$ cat src/rtl/spi_peripheral_if.sv
// SPI pin bundle between the external controller and the PWM configuration target.
interface spi_peripheral_if;
    logic sclk;
    logic copi;
    logic ncs;
    logic cipo;

    modport master (output sclk, output copi, output ncs, input cipo);
    modport slave  (input sclk, input copi, input ncs, output cipo);
endinterface

$ cat src/rtl/spi_peripheral.sv
// SPI mode-0 target holding the nine-entry PWM configuration register file.
// Optional readback on cipo is enabled with the SPI_READBACK_EN macro.
module spi_peripheral #(
    parameter int SYNC_STAGES = 2,
    parameter int MAX_ADDR    = 8
) (
    input  logic             clk,
    input  logic             rst_n,
    spi_peripheral_if.slave  spi,
    output logic [7:0]       reg_en_out,
    output logic [7:0]       reg_en_pwm_out,
    output logic [7:0]       reg_out_3_0_pwm_gen_channel,
    output logic [7:0]       reg_out_7_4_pwm_gen_channel,
    output logic [7:0]       reg_pwm_gen_0_ch_0_duty_cycle,
    output logic [7:0]       reg_pwm_gen_0_ch_1_duty_cycle,
    output logic [7:0]       reg_pwm_gen_1_ch_0_duty_cycle,
    output logic [7:0]       reg_pwm_gen_1_ch_1_duty_cycle,
    output logic [7:0]       reg_pwm_gen_1_0_frequency_divider,
    output logic             wr_strobe
);
    localparam int NUM_REGS = 9;
    localparam int SETTLE   = SYNC_STAGES + 1;

    typedef enum logic [1:0] {IDLE, SHIFT, COMMIT} state_t;

    logic [SYNC_STAGES-1:0] sclk_sync_reg;
    logic [SYNC_STAGES-1:0] copi_sync_reg;
    logic [SYNC_STAGES-1:0] ncs_sync_reg;
    logic                   sclk_prev_reg;
    logic                   ncs_prev_reg;
    logic [2:0]             settle_reg;

    state_t                 state_reg;
    logic [4:0]             count_reg;
    logic [15:0]            shift_reg;
    logic                   overflow_reg;
    logic                   wr_strobe_reg;
    logic [7:0]             regs_reg [NUM_REGS];

    logic sclk_s, copi_s, ncs_s, settled;
    logic sclk_rise, ncs_rise, ncs_fall;
    logic [15:0] shift_next;
    logic commit_ok;

    genvar gi;
    generate
        for (gi = 0; gi < SYNC_STAGES; gi++) begin : g_sync
            if (gi == 0) begin : g_first
                always_ff @(posedge clk or negedge rst_n) begin
                    if (!rst_n) begin
                        sclk_sync_reg[gi] <= 1'b0;
                        copi_sync_reg[gi] <= 1'b0;
                        ncs_sync_reg[gi]  <= 1'b1;
                    end else begin
                        sclk_sync_reg[gi] <= spi.sclk;
                        copi_sync_reg[gi] <= spi.copi;
                        ncs_sync_reg[gi]  <= spi.ncs;
                    end
                end
            end else begin : g_next
                always_ff @(posedge clk or negedge rst_n) begin
                    if (!rst_n) begin
                        sclk_sync_reg[gi] <= 1'b0;
                        copi_sync_reg[gi] <= 1'b0;
                        ncs_sync_reg[gi]  <= 1'b1;
                    end else begin
                        sclk_sync_reg[gi] <= sclk_sync_reg[gi-1];
                        copi_sync_reg[gi] <= copi_sync_reg[gi-1];
                        ncs_sync_reg[gi]  <= ncs_sync_reg[gi-1];
                    end
                end
            end
        end
    endgenerate

    assign sclk_s = sclk_sync_reg[SYNC_STAGES-1];
    assign copi_s = copi_sync_reg[SYNC_STAGES-1];
    assign ncs_s  = ncs_sync_reg[SYNC_STAGES-1];

    // Edges are ignored until the reset values have drained out of the chains,
    // so an ncs already low at reset release does not look like a frame start.
    always_ff @(posedge clk or negedge rst_n) begin
        if (!rst_n) begin
            sclk_prev_reg <= 1'b0;
            ncs_prev_reg  <= 1'b1;
            settle_reg    <= 3'd0;
        end else begin
            sclk_prev_reg <= sclk_s;
            ncs_prev_reg  <= ncs_s;
            if (settle_reg != 3'(SETTLE))
                settle_reg <= settle_reg + 3'd1;
        end
    end

    assign settled    = (settle_reg == 3'(SETTLE));
    assign sclk_rise  = settled &  sclk_s & ~sclk_prev_reg;
    assign ncs_rise   = settled &  ncs_s  & ~ncs_prev_reg;
    assign ncs_fall   = settled & ~ncs_s  &  ncs_prev_reg;
    assign shift_next = {shift_reg[14:0], copi_s};

    function automatic logic addr_ok(input logic [6:0] addr);
        return (int'(addr) <= MAX_ADDR) && (int'(addr) < NUM_REGS);
    endfunction

    assign commit_ok = (count_reg == 5'd16) && !overflow_reg && shift_reg[15]
                       && addr_ok(shift_reg[14:8]);

    always_ff @(posedge clk or negedge rst_n) begin
        if (!rst_n) begin
            state_reg     <= IDLE;
            count_reg     <= 5'd0;
            shift_reg     <= 16'd0;
            overflow_reg  <= 1'b0;
            wr_strobe_reg <= 1'b0;
            for (int i = 0; i < NUM_REGS; i++)
                regs_reg[i] <= 8'h00;
        end else begin
            wr_strobe_reg <= 1'b0;
            case (state_reg)
                IDLE: begin
                    if (ncs_fall) begin
                        count_reg    <= 5'd0;
                        shift_reg    <= 16'd0;
                        overflow_reg <= 1'b0;
                        state_reg    <= SHIFT;
                    end
                end
                SHIFT: begin
                    // Frame end takes priority over a coincident sclk edge.
                    if (ncs_rise) begin
                        state_reg <= COMMIT;
                    end else if (sclk_rise) begin
                        if (count_reg == 5'd16) begin
                            overflow_reg <= 1'b1;
                        end else begin
                            shift_reg <= shift_next;
                            count_reg <= count_reg + 5'd1;
                        end
                    end
                end
                COMMIT: begin
                    if (commit_ok) begin
                        regs_reg[shift_reg[11:8]] <= shift_reg[7:0];
                        wr_strobe_reg             <= 1'b1;
                    end
                    state_reg <= IDLE;
                end
                default: state_reg <= IDLE;
            endcase
        end
    end

`ifdef SPI_READBACK_EN
    logic       sclk_fall;
    logic [7:0] tx_reg;
    logic       cipo_reg;

    assign sclk_fall = settled & ~sclk_s & sclk_prev_reg;

    // Snapshot on the eighth received bit of a read; shift out on sclk falls.
    always_ff @(posedge clk or negedge rst_n) begin
        if (!rst_n) begin
            tx_reg   <= 8'h00;
            cipo_reg <= 1'b0;
        end else if (state_reg != SHIFT || ncs_rise) begin
            tx_reg   <= 8'h00;
            cipo_reg <= 1'b0;
        end else if (sclk_rise && count_reg == 5'd7 && !shift_next[7]) begin
            tx_reg <= addr_ok(shift_next[6:0]) ? regs_reg[shift_next[3:0]] : 8'h00;
        end else if (sclk_fall) begin
            cipo_reg <= tx_reg[7];
            tx_reg   <= {tx_reg[6:0], 1'b0};
        end
    end

    assign spi.cipo = cipo_reg;
`else
    assign spi.cipo = 1'b0;
`endif

    assign reg_en_out                        = regs_reg[0];
    assign reg_en_pwm_out                    = regs_reg[1];
    assign reg_out_3_0_pwm_gen_channel       = regs_reg[2];
    assign reg_out_7_4_pwm_gen_channel       = regs_reg[3];
    assign reg_pwm_gen_0_ch_0_duty_cycle     = regs_reg[4];
    assign reg_pwm_gen_0_ch_1_duty_cycle     = regs_reg[5];
    assign reg_pwm_gen_1_ch_0_duty_cycle     = regs_reg[6];
    assign reg_pwm_gen_1_ch_1_duty_cycle     = regs_reg[7];
    assign reg_pwm_gen_1_0_frequency_divider = regs_reg[8];
    assign wr_strobe                         = wr_strobe_reg;
endmodule

$ cat src/flat_wrapper.sv
// flat-port wrapper written by rule: the top's interface ports become plain ports
module spi_peripheral_flat 
#(
    parameter int SYNC_STAGES = 2,
    parameter int MAX_ADDR    = 8
)
  (clk, rst_n, reg_en_out, reg_en_pwm_out, reg_out_3_0_pwm_gen_channel, reg_out_7_4_pwm_gen_channel, reg_pwm_gen_0_ch_0_duty_cycle, reg_pwm_gen_0_ch_1_duty_cycle, reg_pwm_gen_1_ch_0_duty_cycle, reg_pwm_gen_1_ch_1_duty_cycle, reg_pwm_gen_1_0_frequency_divider, wr_strobe, spi_sclk, spi_copi, spi_ncs, spi_cipo);
  spi_peripheral_if spi_i ();
  input  logic clk;
  input  logic rst_n;
  output logic [7:0] reg_en_out;
  output logic [7:0] reg_en_pwm_out;
  output logic [7:0] reg_out_3_0_pwm_gen_channel;
  output logic [7:0] reg_out_7_4_pwm_gen_channel;
  output logic [7:0] reg_pwm_gen_0_ch_0_duty_cycle;
  output logic [7:0] reg_pwm_gen_0_ch_1_duty_cycle;
  output logic [7:0] reg_pwm_gen_1_ch_0_duty_cycle;
  output logic [7:0] reg_pwm_gen_1_ch_1_duty_cycle;
  output logic [7:0] reg_pwm_gen_1_0_frequency_divider;
  output logic wr_strobe;
  input wire logic [$bits(spi_i.sclk)-1:0] spi_sclk;
  input wire logic [$bits(spi_i.copi)-1:0] spi_copi;
  input wire logic [$bits(spi_i.ncs)-1:0] spi_ncs;
  output wire logic [$bits(spi_i.cipo)-1:0] spi_cipo;
  assign spi_i.sclk = spi_sclk;
  assign spi_i.copi = spi_copi;
  assign spi_i.ncs = spi_ncs;
  assign spi_cipo = spi_i.cipo;
  spi_peripheral #(.SYNC_STAGES(SYNC_STAGES), .MAX_ADDR(MAX_ADDR)) u_core (.clk(clk), .rst_n(rst_n), .spi(spi_i), .reg_en_out(reg_en_out), .reg_en_pwm_out(reg_en_pwm_out), .reg_out_3_0_pwm_gen_channel(reg_out_3_0_pwm_gen_channel), .reg_out_7_4_pwm_gen_channel(reg_out_7_4_pwm_gen_channel), .reg_pwm_gen_0_ch_0_duty_cycle(reg_pwm_gen_0_ch_0_duty_cycle), .reg_pwm_gen_0_ch_1_duty_cycle(reg_pwm_gen_0_ch_1_duty_cycle), .reg_pwm_gen_1_ch_0_duty_cycle(reg_pwm_gen_1_ch_0_duty_cycle), .reg_pwm_gen_1_ch_1_duty_cycle(reg_pwm_gen_1_ch_1_duty_cycle), .reg_pwm_gen_1_0_frequency_divider(reg_pwm_gen_1_0_frequency_divider), .wr_strobe(wr_strobe));
endmodule
$ cat config.mk
export PLATFORM = sky130hd
export DESIGN_NAME = spi_peripheral_flat
export DESIGN_NICKNAME = d
export VERILOG_FILES = /design/src/rtl/spi_peripheral_if.sv /design/src/rtl/spi_peripheral.sv /design/src/flat_wrapper.sv
export SDC_FILE = /design/constraint.sdc
export NUM_CORES = 1
export LEC_CHECK = 0
export BUFFER_PORTS_ARGS = -buffer_cell sky130_fd_sc_hd__buf_4
export CORE_MARGIN = 2
export CORE_UTILIZATION = 59
export DETAILED_ROUTE_END_ITERATION = 10
export GPL_ROUTABILITY_DRIVEN = 0
export GPL_TIMING_DRIVEN = 0
export PLACE_DENSITY = 0.85
export SKIP_LAST_GASP = 1
export SLEW_MARGIN = 40
export SYNTH_ARGS = -nofsm -noshare
export SYNTH_HDL_FRONTEND = slang
export SYNTH_SLANG_ARGS = --single-unit
export TNS_END_PERCENT = 5
$ cat constraint.sdc
create_clock -name clk -period 4.3 [get_ports clk]
set_input_delay 1.29 -clock clk [delete_from_list [all_inputs] [get_ports clk]]
set_output_delay 1.29 -clock clk [all_outputs]
set_load 0.005 [all_outputs]
==> reports/results.tsv <==
metric	value	unit
crit_path_end_kind	flop	
synthFlopType	dfrtp_1	
worst_clock_skew	16.43	ps
die-width	90.56	um
vias	2665	
finalHoldViolations	0	
synthCells	304	
drc	0	
rsz0062_at_grt	no	
cts_tree	yes	
cts.clk_slew.worst_paths	110	ps
ant_nets	0	
cp.required	4600	ps
synthArstFlopShare	100.0	%
worstPathArrival	2700	ps
cts_max_level	3	
clock_latency	380	ps
rows	31	
slew_headroom	56.13	%
dieArea	0.008201	mm^2
wire_per_inst	17.23	um
grt_usage	22.09	%
cts.path.max_buffers	2	
synth_nets	313	
clock-root-buffer	clkbuf_8	
min_path_type	reg2reg	
dpl_cell_area	0.005130	mm^2
min_from	u_core.sclk_sync_reg[0]	
core	0.007253	mm^2
irDropWorstVdd	264.0	uV
postSynthAreaPerCell	14.54	um^2
finish.instance_area	0.005338	mm^2
synthToLayoutAreaGrowth	20.75	%
grt-ovfl-total	0	
drt_iter0_drc	89	
fillers	463	
crit_path_start_kind	flop	
path_max_fanout	10	
ys.warnings.count	0	
num_antenna_cells	0	
max_stage_delay	460	ps
ys_types	41	
cts_setup_buffers	0	
port_buffers	77	
dr.pass1.iters	4	
status	complete, no violations	
largest_register_ffs	16	
slew_violations	0	
cp_common_cell	ha_1	
layout_commonest_cell	dfrtp_1	
avgViaCountPerCell	5.362	
drive_above_1_share	48.49	%
synth_edf_count	0	
p_leak	0.002724	uW
path_class	reg2reg	
setup_viol	0	
synth-seq-cells	108	
ys_seq_area_share	61.22	%
nets	402	
crit_chain	ha_1 > ha_1 > clkbuf_1 > nor2b_1 > nand3_1 > a21oi_2 > buf_4 > mux2i_1	
period_minus_slack	2401	ps
netlist_area	0.004420	mm^2
io_pins	79	
tns	0	ps
grt_antenna_before_repair	0	
dpl.hpwl	5708	um
first_global_vias	2688	
max_freq	416.6	MHz
final_cell_mix	105 x dfrtp_1, 78 x buf_4, 71 x mux2_2	
routed_wl	8561	um
ctsResizeCount	0	
rrSetupSlack	1900	ps
initial_utilization	60.95	%
pwr_density_cell	334.5	mW/mm^2
min_period_over_period	55.83	%
cts_buffers	9	
crit_path_start	u_core.settle_reg[0]	
tightest_slew	654.5	ps
reg2reg_from	u_core.settle_reg[0]	
die_h	90.56	um
grt_pass1_wl	13880	um
slowest_stage	a21oi_2	
clock_sinks	108	
grt_max_degree	109	
max_cap_viol_count	0	
ctsHoldBuffers	0	
-- layout make-up --
cell class / instances / area (um^2) / area share, %
Clock inverter: 6 / 52.55 / 0.9845
Multi-Input combinational cell: 168 / 1593 / 29.84
Buffer: 15 / 72.57 / 1.360
Timing Repair Buffer: 78 / 613.1 / 11.49
Clock buffer: 10 / 127.6 / 2.391
Inverter: 13 / 48.80 / 0.9142
Sequential cell: 108 / 2706 / 50.70
Tap cell: 99 / 123.9 / 2.321
-- path summary, 6_finish.rpt --
kind / to / cells past startpoint
setup / recovery: u_core.shift_reg[10] / 8
min in group asynchronous: u_core.shift_reg[3] / 1
hold / removal: u_core.sclk_s / 0
max in group asynchronous: u_core.count_reg[0] / 2
setup reg to reg: u_core.shift_reg[10] / 8
hold reg to reg: u_core.sclk_s / 0
-- kinds of logic (layout without fill, tap and decap cells) --
kind of cell	after synthesis	in the layout	synth area share [%]
flops	108	108	61.22
compound gates	9	9	1.387
mux	91	91	23.52
buf+inv	28	122	2.745
other cells	1	1	0.08483
xor+xnor	3	3	0.5945
fa+ha+maj	4	4	1.132
simple gates	60	60	9.312
-- where the power goes --
group / switching, uW / leakage (uW) / internal [uW]
clock network: 359 / 0.0000927 / 223
logic: 102 / 0.00116 / 48.7
registers: 15.0 / 0.00147 / 1040
-- Yosys cell counts (3+ instances only) --
library cell / instances / share of area (%)
ha_1: 4 / 1.1
nor2b_1: 3 / 0.42
mux2_2: 71 / 18
nand2_1: 21 / 1.8
nor3_1: 3 / 0.34
nor2_1: 9 / 0.76
xnor2_1: 3 / 0.59
mux2_4: 8 / 2.7
dfrtp_1: 105 / 59
nand3_1: 3 / 0.34
nor3_4: 4 / 1.5
buf_1: 4 / 0.34
mux2i_1: 12 / 2.7
clkbuf_1: 7 / 0.59
dfstp_2: 3 / 1.8
inv_1: 13 / 1.1
-- worst max-delay path: cells and delay by family, from the launching register on --
family / cells / cell delay, ps
mux: 1 / 230
simple gates: 2 / 400
compound gates: 1 / 460
buf+inv: 2 / 580
flops: 1 / 380
fa+ha+maj: 2 / 290
-- stage by stage --
| step | util [%] | worst slack (ps) | hold slack [ps] | total power, uW | instances |
|---|---|---|---|---|---|
| after detailed placement | 70.73 | 1903 | 334.7 | 1221 | 480 |
| after floorplan | - | 2266 | 331.2 | 1160 | 304 |
| after global placement | 70.62 | 1820 | 331.5 | 1214 | 480 |
| after global routing | 73.59 | 1736 | 369.5 | 1858 | 497 |
| after CTS | 73.21 | 1873 | 357.1 | 1793 | 496 |
| final | 73.59 | 1899 | 356.2 | 1785 | 497 |
-- routing by layer --
metal,track usage (%),wire (um)
met5,0,0
met4,10.00,176
met3,3.172,368
met2,34.76,4068
met1,30.86,3948
No activity file was read; power rests on OpenSTA's default activity.
